$ cat src/rtl/skew_clk_gen_if.sv
// Bundle of control and clock-output signals for skew_clk_gen.
//   EN       run request
//   LOAD     one-cycle strobe that captures DIV/SKEW
//   DIV      requested period P in CLK cycles
//   SKEW     requested phase-to-phase skew S in CLK cycles
//   CCLK     base divided clock
//   sQ0..sQ3 copies of CCLK delayed by 1..4 times S
//   RUN      generator running
//   CFG_ERR  sticky flag, last LOAD was rejected
// master drives the controls; slave is the generator.
interface skew_clk_gen_if;
    logic       EN;
    logic       LOAD;
    logic [7:0] DIV;
    logic [7:0] SKEW;
    logic       CCLK;
    logic       sQ0;
    logic       sQ1;
    logic       sQ2;
    logic       sQ3;
    logic       RUN;
    logic       CFG_ERR;

    modport master (
        output EN, LOAD, DIV, SKEW,
        input  CCLK, sQ0, sQ1, sQ2, sQ3, RUN, CFG_ERR
    );
    modport slave (
        input  EN, LOAD, DIV, SKEW,
        output CCLK, sQ0, sQ1, sQ2, sQ3, RUN, CFG_ERR
    );
endinterface

$ cat src/rtl/skew_clk_gen.sv
// skew_clk_gen: divides CLK into a base clock CCLK of period P (H = P/2
// cycles high) and four copies sQ0..sQ3 delayed by S, 2S, 3S and 4S.
// A new (P, S) is accepted into a pending slot and only takes over at a
// period boundary, or immediately while idle, so no runt pulses appear.
// Ports:
//   CLK    reference clock, rising edge
//   RESET  synchronous, active-high
//   bus    skew_clk_gen_if.slave (EN, LOAD, DIV, SKEW in; clocks, RUN,
//          CFG_ERR out)

// One phase lane: is the lane high given the phase counter and its lag?
// Arithmetic is 10 bits wide so cnt + P - lag (max 2P-1) never truncates.
module skew_clk_phase (
    input  logic [7:0] cnt_i,
    input  logic [7:0] per_i,
    input  logic [9:0] lag_i,
    output logic       hi_o
);
    logic [9:0] sum;
    logic [9:0] per10;
    logic [9:0] ph;

    assign per10 = {2'b00, per_i};
    assign sum   = {2'b00, cnt_i} + per10 - lag_i;
    // lag < P and cnt < P, so sum lies in [1, 2P-1]; one subtract is an
    // exact modulo.
    assign ph    = (sum >= per10) ? (sum - per10) : sum;
    assign hi_o  = (ph < {3'b000, per_i[7:1]});
endmodule

module skew_clk_gen #(
    parameter logic [7:0] DIV_RST  = 8'd16,
    parameter logic [7:0] SKEW_RST = 8'd1
) (
    input  logic            CLK,
    input  logic            RESET,
    skew_clk_gen_if.slave   bus
);
    localparam int NUM_PH = 5;  // lane 0 = CCLK, lanes 1..4 = sQ0..sQ3

    typedef enum logic {IDLE, RUN} state_t;

    state_t              state_q, state_d;
    logic [7:0]          cnt_q, cnt_d;
    logic [7:0]          per_q, per_d;     // active P
    logic [7:0]          skw_q, skw_d;     // active S
    logic [7:0]          pper_q, pper_d;   // pending P
    logic [7:0]          pskw_q, pskw_d;   // pending S
    logic                err_q, err_d;
    logic                run_q, run_d;
    logic [NUM_PH-1:0]   ph_q, ph_d;
    logic [NUM_PH-1:0]   ph_hi;
    logic [NUM_PH-1:0][9:0] lag;

    logic [9:0] div10;
    logic [9:0] skew4;
    logic       load_ok;
    logic       wrap;

    assign div10   = {2'b00, bus.DIV};
    assign skew4   = {bus.SKEW, 2'b00};
    assign load_ok = bus.LOAD && (div10 >= 10'd2) && (skew4 < div10);
    assign wrap    = ({2'b00, cnt_q} == ({2'b00, per_q} - 10'd1));

    for (genvar k = 0; k < NUM_PH; k++) begin : g_ph
        assign lag[k] = {2'b00, skw_q} * 10'(k);
        skew_clk_phase u_ph (
            .cnt_i (cnt_q),
            .per_i (per_q),
            .lag_i (lag[k]),
            .hi_o  (ph_hi[k])
        );
    end

    always_ff @(posedge CLK) begin
        if (RESET) begin
            state_q <= IDLE;
            cnt_q   <= '0;
            per_q   <= DIV_RST;
            skw_q   <= SKEW_RST;
            pper_q  <= DIV_RST;
            pskw_q  <= SKEW_RST;
            err_q   <= 1'b0;
            run_q   <= 1'b0;
            ph_q    <= '0;
        end else begin
            state_q <= state_d;
            cnt_q   <= cnt_d;
            per_q   <= per_d;
            skw_q   <= skw_d;
            pper_q  <= pper_d;
            pskw_q  <= pskw_d;
            err_q   <= err_d;
            run_q   <= run_d;
            ph_q    <= ph_d;
        end
    end

    always_comb begin
        state_d = state_q;
        cnt_d   = cnt_q;
        per_d   = per_q;
        skw_d   = skw_q;
        pper_d  = pper_q;
        pskw_d  = pskw_q;
        err_d   = err_q;
        ph_d    = '0;

        if (bus.LOAD) begin
            err_d = !load_ok;
        end
        if (load_ok) begin
            pper_d = bus.DIV;
            pskw_d = bus.SKEW;
        end

        case (state_q)
            IDLE: begin
                cnt_d = '0;
                // While idle the active slot tracks the newest legal config,
                // so a LOAD issued together with EN shapes the first period.
                if (load_ok) begin
                    per_d = bus.DIV;
                    skw_d = bus.SKEW;
                end else begin
                    per_d = pper_q;
                    skw_d = pskw_q;
                end
                if (bus.EN) state_d = RUN;
            end
            RUN: begin
                if (wrap) begin
                    cnt_d = '0;
                    // Old pending value: a LOAD in this very cycle waits one
                    // more period.
                    per_d = pper_q;
                    skw_d = pskw_q;
                    if (!bus.EN) state_d = IDLE;
                end else begin
                    cnt_d = cnt_q + 8'd1;
                end
                if (state_d == RUN) ph_d = ph_hi;
            end
            default: state_d = IDLE;
        endcase
    end

    assign run_d = (state_d == RUN);

    assign bus.CCLK    = ph_q[0];
    assign bus.sQ0     = ph_q[1];
    assign bus.sQ1     = ph_q[2];
    assign bus.sQ2     = ph_q[3];
    assign bus.sQ3     = ph_q[4];
    assign bus.RUN     = run_q;
    assign bus.CFG_ERR = err_q;
endmodule

$ cat src/flat_wrapper.sv
// flat-port wrapper written by rule: the top's interface ports become plain ports
module skew_clk_gen_flat 
#(
    parameter logic [7:0] DIV_RST  = 8'd16,
    parameter logic [7:0] SKEW_RST = 8'd1
)
  (CLK, RESET, bus_EN, bus_LOAD, bus_DIV, bus_SKEW, bus_CCLK, bus_sQ0, bus_sQ1, bus_sQ2, bus_sQ3, bus_RUN, bus_CFG_ERR);
  skew_clk_gen_if bus_i ();
  input  logic CLK;
  input  logic RESET;
  input wire logic [$bits(bus_i.EN)-1:0] bus_EN;
  input wire logic [$bits(bus_i.LOAD)-1:0] bus_LOAD;
  input wire logic [$bits(bus_i.DIV)-1:0] bus_DIV;
  input wire logic [$bits(bus_i.SKEW)-1:0] bus_SKEW;
  output wire logic [$bits(bus_i.CCLK)-1:0] bus_CCLK;
  output wire logic [$bits(bus_i.sQ0)-1:0] bus_sQ0;
  output wire logic [$bits(bus_i.sQ1)-1:0] bus_sQ1;
  output wire logic [$bits(bus_i.sQ2)-1:0] bus_sQ2;
  output wire logic [$bits(bus_i.sQ3)-1:0] bus_sQ3;
  output wire logic [$bits(bus_i.RUN)-1:0] bus_RUN;
  output wire logic [$bits(bus_i.CFG_ERR)-1:0] bus_CFG_ERR;
  assign bus_i.EN = bus_EN;
  assign bus_i.LOAD = bus_LOAD;
  assign bus_i.DIV = bus_DIV;
  assign bus_i.SKEW = bus_SKEW;
  assign bus_CCLK = bus_i.CCLK;
  assign bus_sQ0 = bus_i.sQ0;
  assign bus_sQ1 = bus_i.sQ1;
  assign bus_sQ2 = bus_i.sQ2;
  assign bus_sQ3 = bus_i.sQ3;
  assign bus_RUN = bus_i.RUN;
  assign bus_CFG_ERR = bus_i.CFG_ERR;
  skew_clk_gen #(.DIV_RST(DIV_RST), .SKEW_RST(SKEW_RST)) u_core (.CLK(CLK), .RESET(RESET), .bus(bus_i));
endmodule
$ cat config.mk
export PLATFORM = sky130hd
export DESIGN_NAME = skew_clk_gen_flat
export DESIGN_NICKNAME = d
export VERILOG_FILES = /design/src/rtl/skew_clk_gen_if.sv /design/src/rtl/skew_clk_gen.sv /design/src/flat_wrapper.sv
export SDC_FILE = /design/constraint.sdc
export NUM_CORES = 1
export LEC_CHECK = 0
export ABC_CLOCK_PERIOD_IN_PS = 6570
export CORE_ASPECT_RATIO = 1.25
export CORE_MARGIN = 1
export CORE_UTILIZATION = 30
export CTS_CLUSTER_DIAMETER = 60
export DETAILED_ROUTE_END_ITERATION = 16
export DONT_BUFFER_PORTS = 1
export GPL_TIMING_DRIVEN = 0
export PLACE_DENSITY_LB_ADDON = 0.05
export RECOVER_POWER = 50
export REMOVE_ABC_BUFFERS = 1
export SLEW_MARGIN = 20
export SYNTH_ARGS = -nofsm -noshare
export SYNTH_HDL_FRONTEND = slang
export SYNTH_SLANG_ARGS = --single-unit
$ cat constraint.sdc
create_clock -name CLK -period 6.57 [get_ports CLK]
set_input_delay 0 -clock CLK [delete_from_list [all_inputs] [get_ports CLK]]
set_output_delay 0 -clock CLK [all_outputs]
set_load 0.02 [all_outputs]
# Word level (Yosys, flattened, before mapping)

Cells that the tools add are included.

Multiplexer cells: 17
Add/sub/neg operators: 12
Equal/unequal tests: 2
Bitwise operators: 2
Multipliers: 1
Reduce and logical (&&, ||, !) cells: 4
Magnitude comparators: 12

Operator list:

| operator                                                              | count |
|---|---|
| 10-bit by 8-bit subtractor with 10-bit output                         | 6 |
| 10-bit by 8-bit >= comparator with 1-bit output                       | 5 |
| 10-bit by 7-bit < comparator with 1-bit output                        | 5 |
| 10-bit two-way mux                                                    | 5 |
| 8-bit case mux with 2 select lines                                    | 3 |
| 8-bit two-way mux                                                     | 5 |
| 10-bit subtractor                                                     | 2 |
| 8-bit by 10-bit == test with 1-bit output                             | 1 |
| 10-bit by 8-bit < comparator with 1-bit output                        | 1 |
| 8-bit by 2-bit multiplier with 10-bit output, second input constant   | 1 |
| 10-bit by 9-bit subtractor with 10-bit output                         | 1 |
| 8-bit by 8-bit adder with 9-bit output                                | 1 |
| 8-bit by 1-bit subtractor with 9-bit output, second input constant    | 1 |
| 8-bit by 1-bit adder with 8-bit output, second input constant         | 1 |
| 8-bit by 2-bit >= comparator with 1-bit output, second input constant | 1 |
| 1-bit two-way mux                                                     | 3 |
| 3-bit OR reduction                                                    | 1 |
| 1-bit logical AND                                                     | 2 |
| 2-bit inequality test, second input constant                          | 1 |
| 1-bit NOT                                                             | 2 |
| 1-bit case mux with 2 select lines                                    | 1 |
| 1-bit logical NOT                                                     | 1 |

Output and inout bits: 7
Input port bits: 20
Word-level logic and storage cells: 58
Flip-flop bits (word level): 47

# Depth between registers and ports, before layout

Word-level depth: 6
Mapped depth: 26
Gate-level depth less buffers: 26

# Cells and area by module

Synthesis repeated with hierarchy kept, for this count alone.

Cells, all modules: 1080
Area, all modules: 8886.0 um^2

Modules (own cells, without submodules):

| module                                    | area each (um^2) | sequential area each (um^2) | times used | cells an instance |
|---|---|---|---|---|
| skew_clk_phase at u_core.g_ph[2].u_ph ... | 1287.5           | 0.0                         | 2          | 163 |
| skew_clk_gen                              | 2532.4           | 940.9                       | 1          | 266 |
| skew_clk_phase at u_core.g_ph[4].u_ph     | 1280.0           | 0.0                         | 1          | 171 |
| skew_clk_phase at u_core.g_ph[1].u_ph     | 1266.2           | 0.0                         | 1          | 159 |
| skew_clk_phase at u_core.g_ph[0].u_ph     | 1232.4           | 0.0                         | 1          | 158 |

# Worst setup path after synthesis

No wires, ideal clock.

Kind: flip-flop to flip-flop
From: register u_core.per_q[0]
To: register u_core.ph_q[3]
Slack: 0.620 ns
Cell stages (with the launch flop): 26
Arrival: 5.847 ns
Period minus slack after synthesis: 5.950 ns
Required time: 6.467 ns
Setup time: 0.103 ns
Path through: dfxtp_1 > ha_1 > fa_1 > a21oi_1 > nor2b_1 > o31ai_1 > nor2b_1 > xnor2_1 > fa_1 > ha_1 > or2_2 > o31ai_1 > a21oi_2 > xor2_1 > ha_1 > a21oi_1 > o21ai_0 > a21oi_1 > nor3b_4 > mux2_2 > ha_1 > nand3_1 > o22ai_1 > o21ai_0 > nand3_1 > a2111oi_2

Word-level cells in the longest chain between the ends: 6
Elaborated cells on any way between the ends: 12
Classes of those cells: add/sub (4); order compare (2); eq/ne (1); mux (3); bitwise (1); reduce/logical (1)

RTL lines:

| element                                                                   | RTL line           | source |
|---|---|---|
| start, declared                                                           | skew_clk_gen.sv:45 | `logic [7:0] per_q, per_d;` |
| start signal, assigned                                                    | skew_clk_gen.sv:89 | `per_q <= per_d;` |
| parallel branches: the longest is 6 deep, another holds 10-bit subtractor | -                  |  |
| end signal, assigned                                                      | skew_clk_gen.sv:95 | `ph_q <= ph_d;` |
| end, declared                                                             | skew_clk_gen.sv:51 | `logic [NUM_PH-1:0] ph_q, ph_d;` |

Parallel ways; which one is timed is not known. The select of a mux whose other input is x is not followed.
A chain may end at the register's enable or synchronous reset.

# Worst setup path after layout

Ends and elaborated chain as after synthesis.

==> metrics <==
synthesis-stage register bit count 47; Tot Pwr 2.14 mW; final WL 21.4 mm; met1 Usage GRT 21.1%; Crit path arrival time 6.38 ns; # rows 61; Die H 171 µm; clk_skew 0.0185 ns; nets@finish 1010; Final Instance Count excl. Fillers 1143; grt ovf 0; Synth area leaders ha_1 (21%), dfxtp_1 (14%), xnor2_1 (5.4%); vias in the first global route 6449; dpl cells 1103; P per Cell Area 276 mW/mm²; worst-margin pin slew 1.46 ns; CTS buffer count 5; DR iter-0 viols 302; layout cells sized above 1 8.02%; yosys warns 0; pre-CTS WS -1.17 ns; final period utilization 93.9%; Wirelength per Cell 18.7 µm; CP startpoint kind flip-flop; Synth top area share 21.2%; final worst slack 0.404 ns; clock slew at reported path FFs 0.09 ns; met3 GRT Util 1.60%; fmax 0.162 GHz; pins over their slew limit 0; Post-synth EDFFs 0; port bufs 0; largest area contributor in the netlist ha_1; Vias per Instance 5.47; Cells after Synth 835; Seq/Total Area, Yosys 13.7%; Layout area overhead 13.0%; area of the die 0.0235 mm²; main flop type after synthesis dfxtp_1; HPWL Detailed 16.5 mm; CTS tree yes; critical path's slowest cell fa_1; initial core utilization 30.7%; RD Place Congestion 0.830; Worst Setup Path Type flip-flop to flip-flop; Avg Cell Area, Syn 8.21 µm²; Root Driver clkbuf_16; area post-placement 0.00718 mm²; slew margin rel. 1.96%; final core utilization 34.6%; area of the mapped netlist 0.00686 mm²; HP Class input port to flip-flop; worst-path maximum fanout 7; status completed; synth unique cells 73; drc violations 0; final setup fails 0; Most Crowded Layer GR met2; final instance area 0.00775 mm²; met2 usage 36.9%; largest net degree at the start of global routing 25; critical path's largest stage delay 0.47 ns; Hold Worst Slack 0.180 ns; via count 6250; initial antenna violation count 0; Max clock buf depth 2; MaxCap Viol Count 0; core box area 0.0224 mm²; CTS sink cnt 47; die width 137 µm; critical path capture point type flip-flop; asr flop ratio synth 0%; Total GRT Usage 19.1%; CP delay by family, top adder cells; Worst-Skew Late Latency 0.31 ns; crit path buf inv count 1; post-route minimum period 6.17 ns; number of antenna cells inserted 0; RSZ-0062 raised after global routing false; most common cell after layout, fill and taps aside ha_1; Critical Path RT 6.79 ns; post-route ant nets 0; leakage power 3.14 nW; 1st-pass router iterations 4; maximum VDD drop 112 µV; Setup TNS 0 ns; IO Pins 27; Hold Vio Cnt, Final 0; H-tree depth 2; most frequent cells in the layout ha_1 (115), nor2_1 (80), a21oi_1 (63); first-pass GRT wire length 33.8 mm
[where the power goes]
group | total [mW] | internal [mW] | switching, mW
sequential | 0.321 | 0.297 | 0.0235
clock | 0.322 | 0.182 | 0.140
combinational | 1.50 | 0.685 | 0.814
[state kept, by name, indices dropped and copies added (netlist names)]
| signal | cells |
|---|---|
| u_core.state_q | 1 |
| u_core.skw_q | 8 |
| u_core.bus.CFG_ERR | 1 |
| u_core.pskw_q | 8 |
| u_core.per_q | 8 |
| u_core.cnt_q | 8 |
| u_core.ph_q | 5 |
| u_core.pper_q | 8 |
[final cells by class]
cell class	instances	area [µm²]
clock buffer	5	125
clock inverter	3	46.3
fill	2324	14600
inverter	49	184
multi-input combinational	722	5790
sequential	47	950
tap	283	354
timing repair buffer	34	302
[synthesized netlist by cell type (3+ instances only)]
| cell | n |
|---|---|
| dfxtp_1 | 47 |
| a211o_1 | 3 |
| fa_1 | 15 |
| buf_2 | 4 |
| mux2_2 | 13 |
| nand3_1 | 17 |
| nor4b_1 | 3 |
| nor2b_1 | 28 |
| nand2b_1 | 15 |
| a211oi_1 | 15 |
| a21o_1 | 19 |
| nor3_1 | 19 |
| o2111ai_1 | 4 |
| nand4_1 | 11 |
| nor4_1 | 5 |
| and3_1 | 8 |
| o211ai_1 | 3 |
| inv_1 | 48 |
| and2_1 | 5 |
| or3_1 | 4 |
| a21oi_1 | 64 |
| o211a_1 | 3 |
| nor2_1 | 80 |
| a31oi_1 | 5 |
| o2bb2ai_1 | 8 |
| nand2_1 | 26 |
| o31ai_1 | 5 |
| or2_2 | 6 |
| nor3b_1 | 4 |
| mux2i_1 | 28 |
| ha_1 | 116 |
| clkbuf_1 | 11 |
| o31a_1 | 8 |
| o22ai_1 | 3 |
| xnor2_1 | 42 |
| o21ai_0 | 51 |
| nand3b_1 | 3 |
| o21a_1 | 18 |
| xor2_1 | 26 |
[cell families (layout without fill, tap and decap cells)]
logic type               Yosys count  count (layout)  share of synthesized area, %
multiplexers                      41              41                          6.22
flip-flops                        47              47                          13.7
XOR/XNOR                          69              69                          8.92
AO/OA/AOI/OAI                    238             238                          23.2
adder cells (fa/ha/maj)          131             131                          25.5
buffers and inverters             66              91                          3.79
AND/OR/NAND/NOR                  243             243                          18.6
[worst reg2reg max path: stages, from the launching register on]
cell	delay [ns]
dfxtp_4	0.38
ha_4	0.21
fa_2	0.44
a21oi_1	0.14
nor2b_1	0.08
o31ai_2	0.27
nor2b_4	0.26
xnor2_4	0.23
fa_1	0.48
ha_1	0.34
or2_2	0.32
o31ai_1	0.09
a21oi_2	0.10
xor2_2	0.17
ha_1	0.34
a21oi_1	0.16
o21ai_0	0.15
a21oi_2	0.18
nor3b_4	0.28
buf_4	0.15
mux2_2	0.32
ha_1	0.29
nand3_1	0.09
nor2_1	0.07
a21oi_1	0.14
nand3_1	0.12
a2111oi_4	0.28
[repair_timing]
action,4_1_cts,5_1_grt
gates resized for setup,14,11
setup endpoints to repair,4,3
hold endpoints to repair,34,0
hold buffers,18,0
buffers inserted,1,12
pin swaps,0,6
[layer usage]
metal / routed length, µm / up-vias
met1: 9040 / 2992
met2: 11200 / 102
met4: 648 / 0
li1: - / 3118
met3: 533 / 38
met5: 0 / -
[path summary, 6_finish.rpt]
path | startpoint | endpoint | slack, ns | cells after the start
hold reg to reg | u_core.pskw_q[6] | u_core.pskw_q[6] | 0.48 | 1
setup / recovery | u_core.per_q[0] | u_core.ph_q[3] | 0.40 | 26
setup reg to reg | u_core.per_q[0] | u_core.ph_q[3] | 0.40 | 26
hold / removal | RESET | u_core.per_q[2] | 0.18 | 2
(Power assumes the default switching activity.)
